$ cat src/rtl/tbuf_alloc_sched.sv
// Two-thread allocation scheduler for the tbuf CAM: per-thread request queues,
// round-robin grant, one CAM lookup per cycle, park-on-full until exception flush.
module tbuf_alloc_sched #(
    parameter int WIDTH  = 11,
    parameter int QDEPTH = 2
) (
    input  logic             clk,
    input  logic             rst,
    input  logic             except,
    input  logic             except_thread,
    input  logic             req_valid0,
    input  logic [WIDTH-1:0] req_addr0,
    output logic             req_ready0,
    input  logic             req_valid1,
    input  logic [WIDTH-1:0] req_addr1,
    output logic             req_ready1,
    output logic [WIDTH-1:0] cam_new_addr,
    output logic             cam_new_thread,
    output logic             cam_new_en,
    input  logic             cam_chk_match,
    input  logic             cam_free,
    output logic             done_valid,
    output logic             done_thread,
    output logic             done_hit,
    output logic             blocked0,
    output logic             blocked1
);
    localparam int PW = $clog2(QDEPTH);
    localparam int CW = PW + 1;

    typedef enum logic {IDLE, LOOKUP} state_t;
    state_t state, state_nxt;

    logic [WIDTH-1:0] qmem [2][QDEPTH];
    logic [PW-1:0]    rptr [2];
    logic [PW-1:0]    wptr [2];
    logic [CW-1:0]    cnt  [2];
    logic [CW-1:0]    remain [2];
    logic [WIDTH-1:0] head [2];
    logic [WIDTH-1:0] req_addr [2];
    logic [1:0]       req_valid;
    logic [1:0]       blocked;
    logic [1:0]       full, ready, push, pop, flush, elig, blk_set;
    logic             rr_last, cur_thread;
    logic [WIDTH-1:0] cur_addr;
    logic             active, kill, hit, alloc, block;
    logic             grant_any, grant;
    logic [WIDTH-1:0] grant_addr;

    assign req_addr[0] = req_addr0;
    assign req_addr[1] = req_addr1;
    assign req_valid   = {req_valid1, req_valid0};
    assign req_ready0  = ready[0];
    assign req_ready1  = ready[1];
    assign blocked0    = blocked[0];
    assign blocked1    = blocked[1];
    assign cam_new_addr   = cur_addr;
    assign cam_new_thread = cur_thread;

    always_comb begin
        state_nxt  = IDLE;
        active     = (state == LOOKUP);
        flush      = {except && except_thread, except && !except_thread};
        kill       = active && flush[cur_thread];
        hit        = active && !kill && cam_chk_match;
        alloc      = active && !kill && !cam_chk_match && cam_free;
        block      = active && !kill && !cam_chk_match && !cam_free;
        cam_new_en = alloc;
        full = '0; ready = '0; push = '0; pop = '0; blk_set = '0; elig = '0;
        for (int t = 0; t < 2; t++) begin
            full[t]    = (cnt[t] == CW'(QDEPTH));
            ready[t]   = !full[t] && !flush[t];
            push[t]    = req_valid[t] && ready[t];
            pop[t]     = (hit || alloc) && (cur_thread == 1'(t));
            blk_set[t] = block && (cur_thread == 1'(t));
            remain[t]  = cnt[t] - CW'(pop[t]);
            // Eligibility looks past this cycle's pop/park so lookups can run back to back;
            // an empty queue forwards the address being accepted right now.
            elig[t]    = !flush[t] && !blocked[t] && !blk_set[t] && ((remain[t] != '0) || push[t]);
            head[t]    = (remain[t] == '0) ? req_addr[t] : qmem[t][rptr[t] + PW'(pop[t])];
        end
        grant_any  = |elig;
        grant      = (elig == 2'b11) ? !rr_last : elig[1];
        grant_addr = head[grant];
        if (grant_any) state_nxt = LOOKUP;
    end

    always_ff @(posedge clk or negedge rst) begin
        if (!rst) begin
            state       <= IDLE;
            rr_last     <= 1'b1;
            cur_thread  <= 1'b0;
            blocked     <= '0;
            done_valid  <= 1'b0;
            done_thread <= 1'b0;
            done_hit    <= 1'b0;
            for (int t = 0; t < 2; t++) begin
                cnt[t]  <= '0;
                rptr[t] <= '0;
                wptr[t] <= '0;
            end
        end else begin
            state <= state_nxt;
            if (grant_any) begin
                rr_last    <= grant;
                cur_thread <= grant;
            end
            done_valid  <= hit || alloc;
            done_thread <= cur_thread;
            done_hit    <= hit;
            for (int t = 0; t < 2; t++) begin
                if (flush[t]) begin
                    cnt[t]     <= '0;
                    rptr[t]    <= '0;
                    wptr[t]    <= '0;
                    blocked[t] <= 1'b0;
                end else begin
                    if (push[t]) wptr[t] <= wptr[t] + PW'(1);
                    if (pop[t])  rptr[t] <= rptr[t] + PW'(1);
                    cnt[t] <= cnt[t] + CW'(push[t]) - CW'(pop[t]);
                    if (blk_set[t]) blocked[t] <= 1'b1;
                end
            end
        end
    end

    always_ff @(posedge clk) begin
        if (grant_any) cur_addr <= grant_addr;
        for (int t = 0; t < 2; t++) begin
            if (push[t]) qmem[t][wptr[t]] <= req_addr[t];
        end
    end
endmodule

$ cat config.mk
export PLATFORM = sky130hd
export DESIGN_NAME = tbuf_alloc_sched
export DESIGN_NICKNAME = d
export VERILOG_FILES = /design/src/rtl/tbuf_alloc_sched.sv
export SDC_FILE = /design/constraint.sdc
export NUM_CORES = 1
export LEC_CHECK = 0
export CORE_UTILIZATION = 39
export DETAILED_ROUTE_END_ITERATION = 7
export SLEW_MARGIN = 10
export SYNTH_ARGS = -nofsm -noshare
export SYNTH_HDL_FRONTEND = slang
export SYNTH_SLANG_ARGS = --single-unit
$ cat constraint.sdc
create_clock -name clk -period 2.1 [get_ports clk]
set_input_delay 0.42 -clock clk [delete_from_list [all_inputs] [get_ports clk]]
set_output_delay 0.42 -clock clk [all_outputs]
set_load 0.01 [all_outputs]
==> flow_summary.ini <==
[timing]
rsz0062_at_grt = true
setup_ws_ns = 0.0401
fmax_mhz = 485
tightest_slew_ns = 0.724
finalMaxSlewViolations = 0
finalSetupViolations = 0
finalSetupTns_ns = 0
hold_violations = 0
maxSlewHeadroom_pct = 51.5
fin_skew_ns = 0.00817
min_period_over_period_pct = 98.1
finalCriticalPeriod_ns = 2.06

[worst_setup_path]
regToRegEndpoint = cam_new_addr[4]$_DFFE_PP_
cp.required_ns = 2.20
crit_type = flip-flop to flip-flop
start_kind = flip-flop
reg2reg_from = cam_new_thread$_DFFE_PN0P_
path_max_fanout = 6
worstSetupStartpoint = cam_new_thread$_DFFE_PN0P_
endpoint = cam_new_addr[4]$_DFFE_PP_
cp.arrival_ns = 2.16
endpoint_kind = flip-flop
r2r_slack_ns = 0.04
reg2regPathDepth = 8

[clocking]
htree_levels = 3
cts_tree = done
cts.sinks = 71
cts_buffers = 9
clkSlewWorstSetupHoldPaths_ns = 0.08
clock_latency_ns = 0.35
clock-root-buffer = clkbuf_8
cts_max_path_buffers = 2

[synthesis]
syn_area_sq_mm = 0.00337
ys_seq_area_share_pct = 60.9
synthDistinctLibCells = 47
syn_avg_cell_area_sq_um = 12.2
synth.ff_latch_count = 71
synthTopCellsByArea = edfxtp_1 (49%), dfrtp_1 (11%), a21oi_1 (4.5%)
yosysTopAreaCell = edfxtp_1
synth.most_common_cell = edfxtp_1
synth_edf_count = 55
ys.flop_type = edfxtp_1
yosys-top-cells-count = edfxtp_1 (55), a21oi_1 (30), nor3_1 (23), o21ai_0 (18), dfrtp_1 (15)
netlist.area_leader.share_pct = 49.0
ys_async_sr_fraction_pct = 22.5
ys_warn_count = 0
synth_cells = 277
syn_nets = 311

[global_routing]
grt-ovfl-total = 0
grt_first_pass_wirelength_um = 13200
grt_max_degree = 21
antenna_found_initial = 0
use_met3_pct = 5.48
grt_usage_pct = 20.0
busiest_layer = met2
gr-usage-met1_pct = 24.7
grt_util_met2_pct = 33.4
grt_pass1_vias = 2599

[detailed_routing]
drtPass1Iterations = 7
drt_iter0_drc = 164
drt-wirelength-per-cell_um = 18.1
viasPerCell = 5.55
vias = 2575
ant_nets = 0
wl_um = 8420
drc = 0

[min_path]
hp-class = primary input to asynchronous set/reset pin

[floorplan]
fp.dieW_um = 95.0
initial_core_util_pct = 40.6
core-area_sq_mm = 0.00830
dieArea_sq_mm = 0.00902
num_io_pins = 50
die_y_um = 95.0
rows = 33

[final_layout]
fin_util_pct = 53.9
layout-drive-gt1-share_pct = 27.0
antenna_cells = 0
nFillCells = 725
area_growth_pct = 32.7
fin_nets = 389
design_area_sq_mm = 0.00447

[power]
p_leak_nw = 1.62
p_total_mw = 6.54
vdd_ir_drop_max_uv = 608
power_density_mw_per_mm2 = 1460

[placement]
dp_hpwl_um = 5810
post_dp_cell_area_sq_mm = 0.00418
globalplace.congestion = 0.848
port_buffers = 49
dp_slack_ns = -0.596

[outcome]
status = complete, no violations

[flow_run]
cap_violations = 0
worst max-delay path, cell delays in order (launching register included):
cell and delay (ns):
dfrtp_1 0.39, buf_6 0.13, o211ai_4 0.08, buf_6 0.14, or4_4 0.46, buf_6 0.16
a21oi_1 0.15, a211oi_1 0.08, a32o_1 0.24
power breakdown:
part,switching [mW],internal (mW),total [mW]
clock network,0.503,0.539,1.04
registers,0.271,2.06,2.33
logic,1.62,1.56,3.17
area by class of cell:
class	count	area, sq um	area share [%]
timing repair buffer	86	822	18.4
tap	105	131	2.94
multi-input combinational	182	1270	28.4
inverter	5	18.8	0.419
clock buffer	11	131	2.94
sequential	71	2050	45.9
clock inverter	4	47.5	1.06
logic make-up after synthesis:
family,after synthesis,synth area share [%]
compound gates,96,18.9
xor+xnor,6,1.56
fa+ha+maj,4,1.48
buf+inv,25,4.16
flops,71,60.9
mux,2,0.594
simple gates,73,12.4
worst min path at each step:
stage                              startpoint             endpoint  slack (ns)  depth (start not counted)
after global placement    wptr[1]$_DFFE_PN0P_  wptr[1]$_DFFE_PN0P_        0.49                          1
after global routing                      rst  rptr[1]$_DFFE_PN0P_        0.40                          2
after CTS                                 rst  rptr[1]$_DFFE_PN0P_        0.39                          2
after detailed placement  wptr[0]$_DFFE_PN0P_  wptr[0]$_DFFE_PN0P_        0.50                          1
final                                     rst  rptr[1]$_DFFE_PN0P_        0.39                          2
after floorplan                           rst     active$_DFF_PN0_        0.12                          0
cell usage in the layout (no fill, tap or decap), types with 2 or more instances in the layout:
cell and n:
a21oi_1 21, dfrtp_1 14, a32o_1 11, o21ai_0 18
o21ai_1 9, or2_2 11, or4_4 3, buf_12 4
clkdlybuf4s50_1 42, buf_6 3, and3_1 2, edfxtp_1 55
xnor2_1 4, ha_1 4, dlygate4sd2_1 6, clkbuf_8 9
nand2_1 4, buf_4 28, nor3_1 22, and2_1 3
nor2_1 11, xor2_1 2, nand3_1 2, a211oi_1 11
mux2i_1 2, inv_1 5, clkbuf_1 2, clkinv_2 2
a21oi_2 16
per-stage QoR:
| stage | hold slack [ns] | instances |
|---|---|---|
| after detailed placement | 0.503 | 445 |
| after global placement | 0.489 | 445 |
| final | 0.390 | 464 |
| after floorplan | 0.124 | 277 |
| after CTS | 0.389 | 462 |
| after global routing | 0.403 | 464 |
metal layers:
layer	wire, um	share of wire (%)
met2	4180	50
met1	3740	44
met5	0	0
met3	403	4.8
met4	95	1.1
flip-flops by register name, summed over array words and instances, names as in the netlist, 2 cells and up:
name / count
rptr: 2
qmem: 44
cam_new_addr: 11
wptr: 2
cnt: 4
blocked: 2
what timing repair did:
item	in CTS	in global routing
endpoints found under the setup margin	17	23
hold buffers	0	0
gates cloned	1	2
pin swaps	3	2
resized for setup	21	20
buffers inserted	1	0
Power figures use the tool's default switching activity.
==> RTL edit 1, RTL diff (same settings) <==
`WIDTH`: 11 -> 12.
--- a/src/rtl/tbuf_alloc_sched.sv
+++ b/src/rtl/tbuf_alloc_sched.sv
@@ -1,7 +1,7 @@
 // Two-thread allocation scheduler for the tbuf CAM: per-thread request queues,
 // round-robin grant, one CAM lookup per cycle, park-on-full until exception flush.
 module tbuf_alloc_sched #(
-    parameter int WIDTH  = 11,
+    parameter int WIDTH  = 12,
     parameter int QDEPTH = 2
 ) (
     input  logic             clk,
Ports: changed (resized cam_new_addr, req_addr0 and req_addr1); port bits go from 50 to 53. No check against the original RTL was run, so the function may have changed too.
==> RTL edit 1 against the unedited design <==
  * Sequential cell count increased by 5
  * Highest routed layer unchanged
  * Critical path depth shrank 2
  * First-iteration DRC count down 15%
  * Critical endpoint is now cam_new_addr[7]$_DFFE_PP_
  * Largest cell class unchanged
  * Power increased by 6.8%
  * Routed wire length up 1.7%
  * Die area increased by 6.0%
  * Non-clock buffer count up 4
  * Hold slack gained 28 ps
  * Area after synthesis rose by 6.2%
  * Setup slack improved by 72 ps
  * Design area grew 6.2%
  * Fmax up 3.6%
==> RTL edit 1: results (changes against the unedited design) <==
drt:
  drt_first_pass_iters: 4  # -3
  drtIter0Drc: 140  # -15%
  routed_via_density: 5.42  # -2.3%
  routedWlPerCell_um: 17.5  # -3.3%
synth:
  synth_adder_area_share: 0.0140  # -0.000862
  synth_compound_area_frac: 0.191  # +0.00160
  synthMuxAreaShare: 0.00559  # -0.000345
  synth_xor_area_frac: 0.0147  # -0.000905
  seq_area_frac_synth: 0.616  # +0.00660
  syn_avg_cell_area_um2: 12.3  # +0.71%
  synthTopCellsByArea: "edfxtp_1 50%, dfrtp_1 10%, a21oi_1 4.6%"
  synth_nets: 328  # +5.5%
  ys_async_sr_fraction: 0.211  # -0.0148
  synth_edf_count: 60  # +9.1%
  yosysUniqueCellTypes: 48  # +2.1%
  yosys_warnings: 0  # unchanged
  ys_top_cells_by_count: "60 x edfxtp_1, 33 x a21oi_1, 25 x nor3_1, 18 x o21ai_0, 15 x dfrtp_1"
worst_setup_path:
  crit_path_end: "cam_new_addr[7]$_DFFE_PP_"
  worstRegToRegCells: 6  # -2
  cp.arrival_ps: 2100  # -60 ps
  startpoint: "cam_new_thread$_DFFE_PN0P_"
  r2r_setup_slack_ps: 110  # +70 ps
  cp_top_family: "simple AND/OR/NAND/NOR gates"
  slowest_stage: "dfrtp_2"
  cp_max_fo: 8  # +2
timing:
  skew_ps: 12.7  # +4.57 ps
  worst_slew_pin_slew_ps: 549  # -176 ps
  max_freq_ghz: 0.503  # +3.6%
clock_network:
  cts-buffers-inserted: 9  # unchanged
  insertion_delay_ps: 360
  cts_buffer_depth: 2  # unchanged
  path_clk_slew_ps: 80  # about the same
  cts_setup_buffers: 0  # -1
finish:
  largest_reg_flops: 48  # +9.1%
  antenna_cells: 0  # unchanged
  stdcell_count: 488  # +5.2%
  finish.net_count: 411  # +5.7%
  layout-drive-gt1-share: 0.242  # -0.0281
placement:
  dpl.cell_count: 469  # +5.4%
  hpwl_mm: 6.05  # +4.1%
  port_buffers: 52  # +6.1%
  place_ws_ps: -525  # +70.9 ps
  place_congestion: 0.764  # -9.9%
  placed_area_mm2: 0.00448  # +7.2%
status:
  status: "completed"
global_route:
  grt_pass1_vias: 2594  # -0.19%
  grt_use_total: 0.192  # -0.00740
  grt_max_degree: 15  # -29%
  antenna_found_initial: 0  # unchanged
  grt_pass1_wl_mm: 13.9  # +5.7%
power_and_ir_drop:
  p_leak_nw: 1.71  # +5.6%
  ir_drop_mv: 0.590  # -3.1%
[RTL edit 1: cell types whose count changed after synthesis, moves of 2 or more]
cell and change:
buf_4 +3, nor3_1 +2, buf_6 -3, edfxtp_1 +5, o21ai_1 +2, a21oi_1 +3
or2_1 +2
[RTL edit 1: layer usage]
layer | part of all wire | GRT usage
met4 | 0.010 | 0.0711
met3 | 0.049 | 0.0372
met1 | 0.46 | 0.269
met5 | 0 | 0
met2 | 0.48 | 0.297
[RTL edit 1: power breakdown]
| part | switching [mW] | internal [mW] |
|---|---|---|
| Clock | 0.578 | 0.553 |
| Sequential | 0.263 | 2.20 |
| Combinational | 1.73 | 1.66 |
| Total | 2.57 | 4.41 |
[RTL edit 1: how the worst min path moves through the flow]
| stage | startpoint | to | slack, ps | cells past startpoint |
|---|---|---|---|---|
| 5_1_grt | rst | active$_DFF_PN0_ | 440 | 1 |
| 3_5_place_dp | wptr[0]$_DFFE_PN0P_ | wptr[0]$_DFFE_PN0P_ | 510 | 1 |
| 3_3_place_gp | wptr[0]$_DFFE_PN0P_ | wptr[0]$_DFFE_PN0P_ | 490 | 1 |
| 4_1_cts | rst | cam_new_thread$_DFFE_PN0P_ | 410 | 1 |
| 2_1_floorplan | rst | active$_DFF_PN0_ | 120 | 0 |
| 6_report | rst | blocked[1]$_DFFE_PN0P_ | 420 | 1 |
[RTL edit 1: what timing repair did]
action,in CTS,in global routing
resized for setup,26,3
setup endpoints to repair,16,4
gates cloned,3,0
pin swaps,3,3
hold buffers,0,0
[RTL edit 1: area by class of cell]
type,instances,area [µm²]
clock buffers,9,124
clock inverters,7,75.1
fillers,751,4050
inverters,5,18.8
multi-input cells,193,1320
flip-flops and latches,76,2210
well taps,108,135
repair buffers,90,880
==> RTL edit 2, RTL diff (same settings) <==
Without the edit above. Reset style: synchronous (`rst`), changed in one clocked block.
--- a/src/rtl/tbuf_alloc_sched.sv
+++ b/src/rtl/tbuf_alloc_sched.sv
@@ -85,7 +85,7 @@
         if (grant_any) state_nxt = LOOKUP;
     end
 
-    always_ff @(posedge clk or negedge rst) begin
+    always_ff @(posedge clk) begin
         if (!rst) begin
             state       <= IDLE;
             rr_last     <= 1'b1;
Behaviour: not the same (a bounded check fails within 4 cycles, from zero or initial values and one cycle with rst low).
==> RTL edit 2 against the unedited design <==
  * Hold slack better by 160 ps
  * Sequential cell count unchanged
  * Critical path type is now primary input to register
  * Routed wire length down 9.1%
  * Clock skew up 1.6 ps
  * Area after synthesis down 4.2%
  * Critical path depth up 3
  * Core utilization up 4.5 points
  * Design area up 3.0%
  * Setup slack worse by 120 ps
  * Fmax down 5.6%
  * The run now ends with setup timing left
  * Count of clock-buffer cells in the layout down 1
Power is not compared: it rests on default switching activity, and its combinational part moved more than twofold at a synthesized area within 25%.
==> RTL edit 2: results (changes against the unedited design) <==
worst_setup_path:
  worstReg2RegEnd: "cam_new_addr[10]$_DFFE_PP_"
  slowest_stage: "nor4_4"
  cp_top_family: "simple AND/OR/NAND/NOR gates"
  cp_max_fo: 7  # +1
  cpPeakStageDelay_ps: 280  # -180 ps
  worstRegToRegCells: 10  # +2
status:
  status: "finished, violations left"
  failed_checks: "setup timing"
finish:
  stdcell_count: 455  # -1.9%
  fillCellCount: 652  # -10%
  finish.net_count: 382  # -1.8%
global_route:
  grt_max_degree: 23  # +9.5%
  use_met1: 0.258  # +0.0105
  grt_pass1_vias: 2349  # -9.6%
  met2_usage: 0.303  # -0.0312
  grt_pass1_wl_mm: 12.0  # -9.0%
  grt.met3_usage: 0.0260  # -0.0287
  grt_use_total: 0.190  # -0.00990
synth:
  netlist_instances: 258  # -6.9%
  ys_async_sr_fraction: 0  # -0.225
  ys_top_cells_by_count: "63 x edfxtp_1, 22 x o21ai_0, 21 x nor2_1, 16 x nand3_1, 15 x and3_1"
placement:
  hpwl_mm: 5.27  # -9.4%
  dpl.cell_count: 429  # -3.6%
  placed_area_mm2: 0.00416  # -0.57%
  place_congestion: 0.808  # -4.7%
  place_ws_ps: -838  # -241 ps
drt:
  vias: 2394  # -7.0%
  drtIter0Drc: 90  # -45%
  drt_first_pass_iters: 4  # -3
  met1_length_mm: 3.71  # -0.72%
  route.met3.wl_um: 182  # -55%
timing:
  finalWorstSetupSlack_ps: -82.9  # -123 ps
  fin_tns_setup_ps: -304  # -304 ps
  setup_violations: 10  # +10
  skew_ps: 9.72  # +1.56 ps
clock_network:
  clock-root-buffer: "clkbuf_8"
hold_path:
  min_path_type: "register to register"
[RTL edit 2: cells by family after synthesis]
family	synth area share
buf+inv	0.0368
flops	0.635
fa+ha+maj	0.0155
simple gates	0.136
compound gates	0.162
other cells	0.00116
xor+xnor	0.0136
[RTL edit 2: worst max-delay path by stage]
stage | from | end | cells after the start
final | except_thread | cam_new_addr[10]$_DFFE_PP_ | 11
after global routing | cam_new_thread$_SDFFE_PN0P_ | cam_new_addr[10]$_DFFE_PP_ | 10
after CTS | cam_new_thread$_SDFFE_PN0P_ | cam_new_addr[7]$_DFFE_PP_ | 9
after detailed placement | except | cam_new_addr[7]$_DFFE_PP_ | 10
after global placement | except | cam_new_addr[7]$_DFFE_PP_ | 10
after floorplan | except | cam_new_addr[5]$_DFFE_PP_ | 10
[RTL edit 2: per-stage QoR]
| stage | hold slack [ps] | total power, mW |
|---|---|---|
| global route | 578 | 4.08 |
| finish | 547 | 3.90 |
| floorplan | 519 | 2.23 |
| CTS | 544 | 3.94 |
| detailed placement | 540 | 2.69 |
| global placement | 531 | 2.67 |
[RTL edit 2: final cells by class]
type | instances | area [µm²] | share of cell area
sequential | 71 | 2050 | 0.446
multi-input combinational | 165 | 1310 | 0.285
timing repair buffer | 91 | 876 | 0.190
clock buffer | 10 | 128 | 0.0277
tap | 102 | 128 | 0.0277
clock inverter | 6 | 70.1 | 0.0152
inverter | 10 | 37.5 | 0.00815
[RTL edit 2: power breakdown]
part | switching [mW] | leakage [nW] | internal, mW
sequential | 0.0539 | 0.671 | 1.71
clock | 0.524 | 0.0891 | 0.555
combinational | 0.502 | 0.960 | 0.552
total | 1.08 | 1.72 | 2.82
[RTL edit 2: what timing repair did]
item / CTS / global route
resized for setup: 43 / 23
pin swaps: 7 / 15
setup endpoints to repair: 32 / 25
cloned: 3 / 0
buffers inserted: 6 / 5
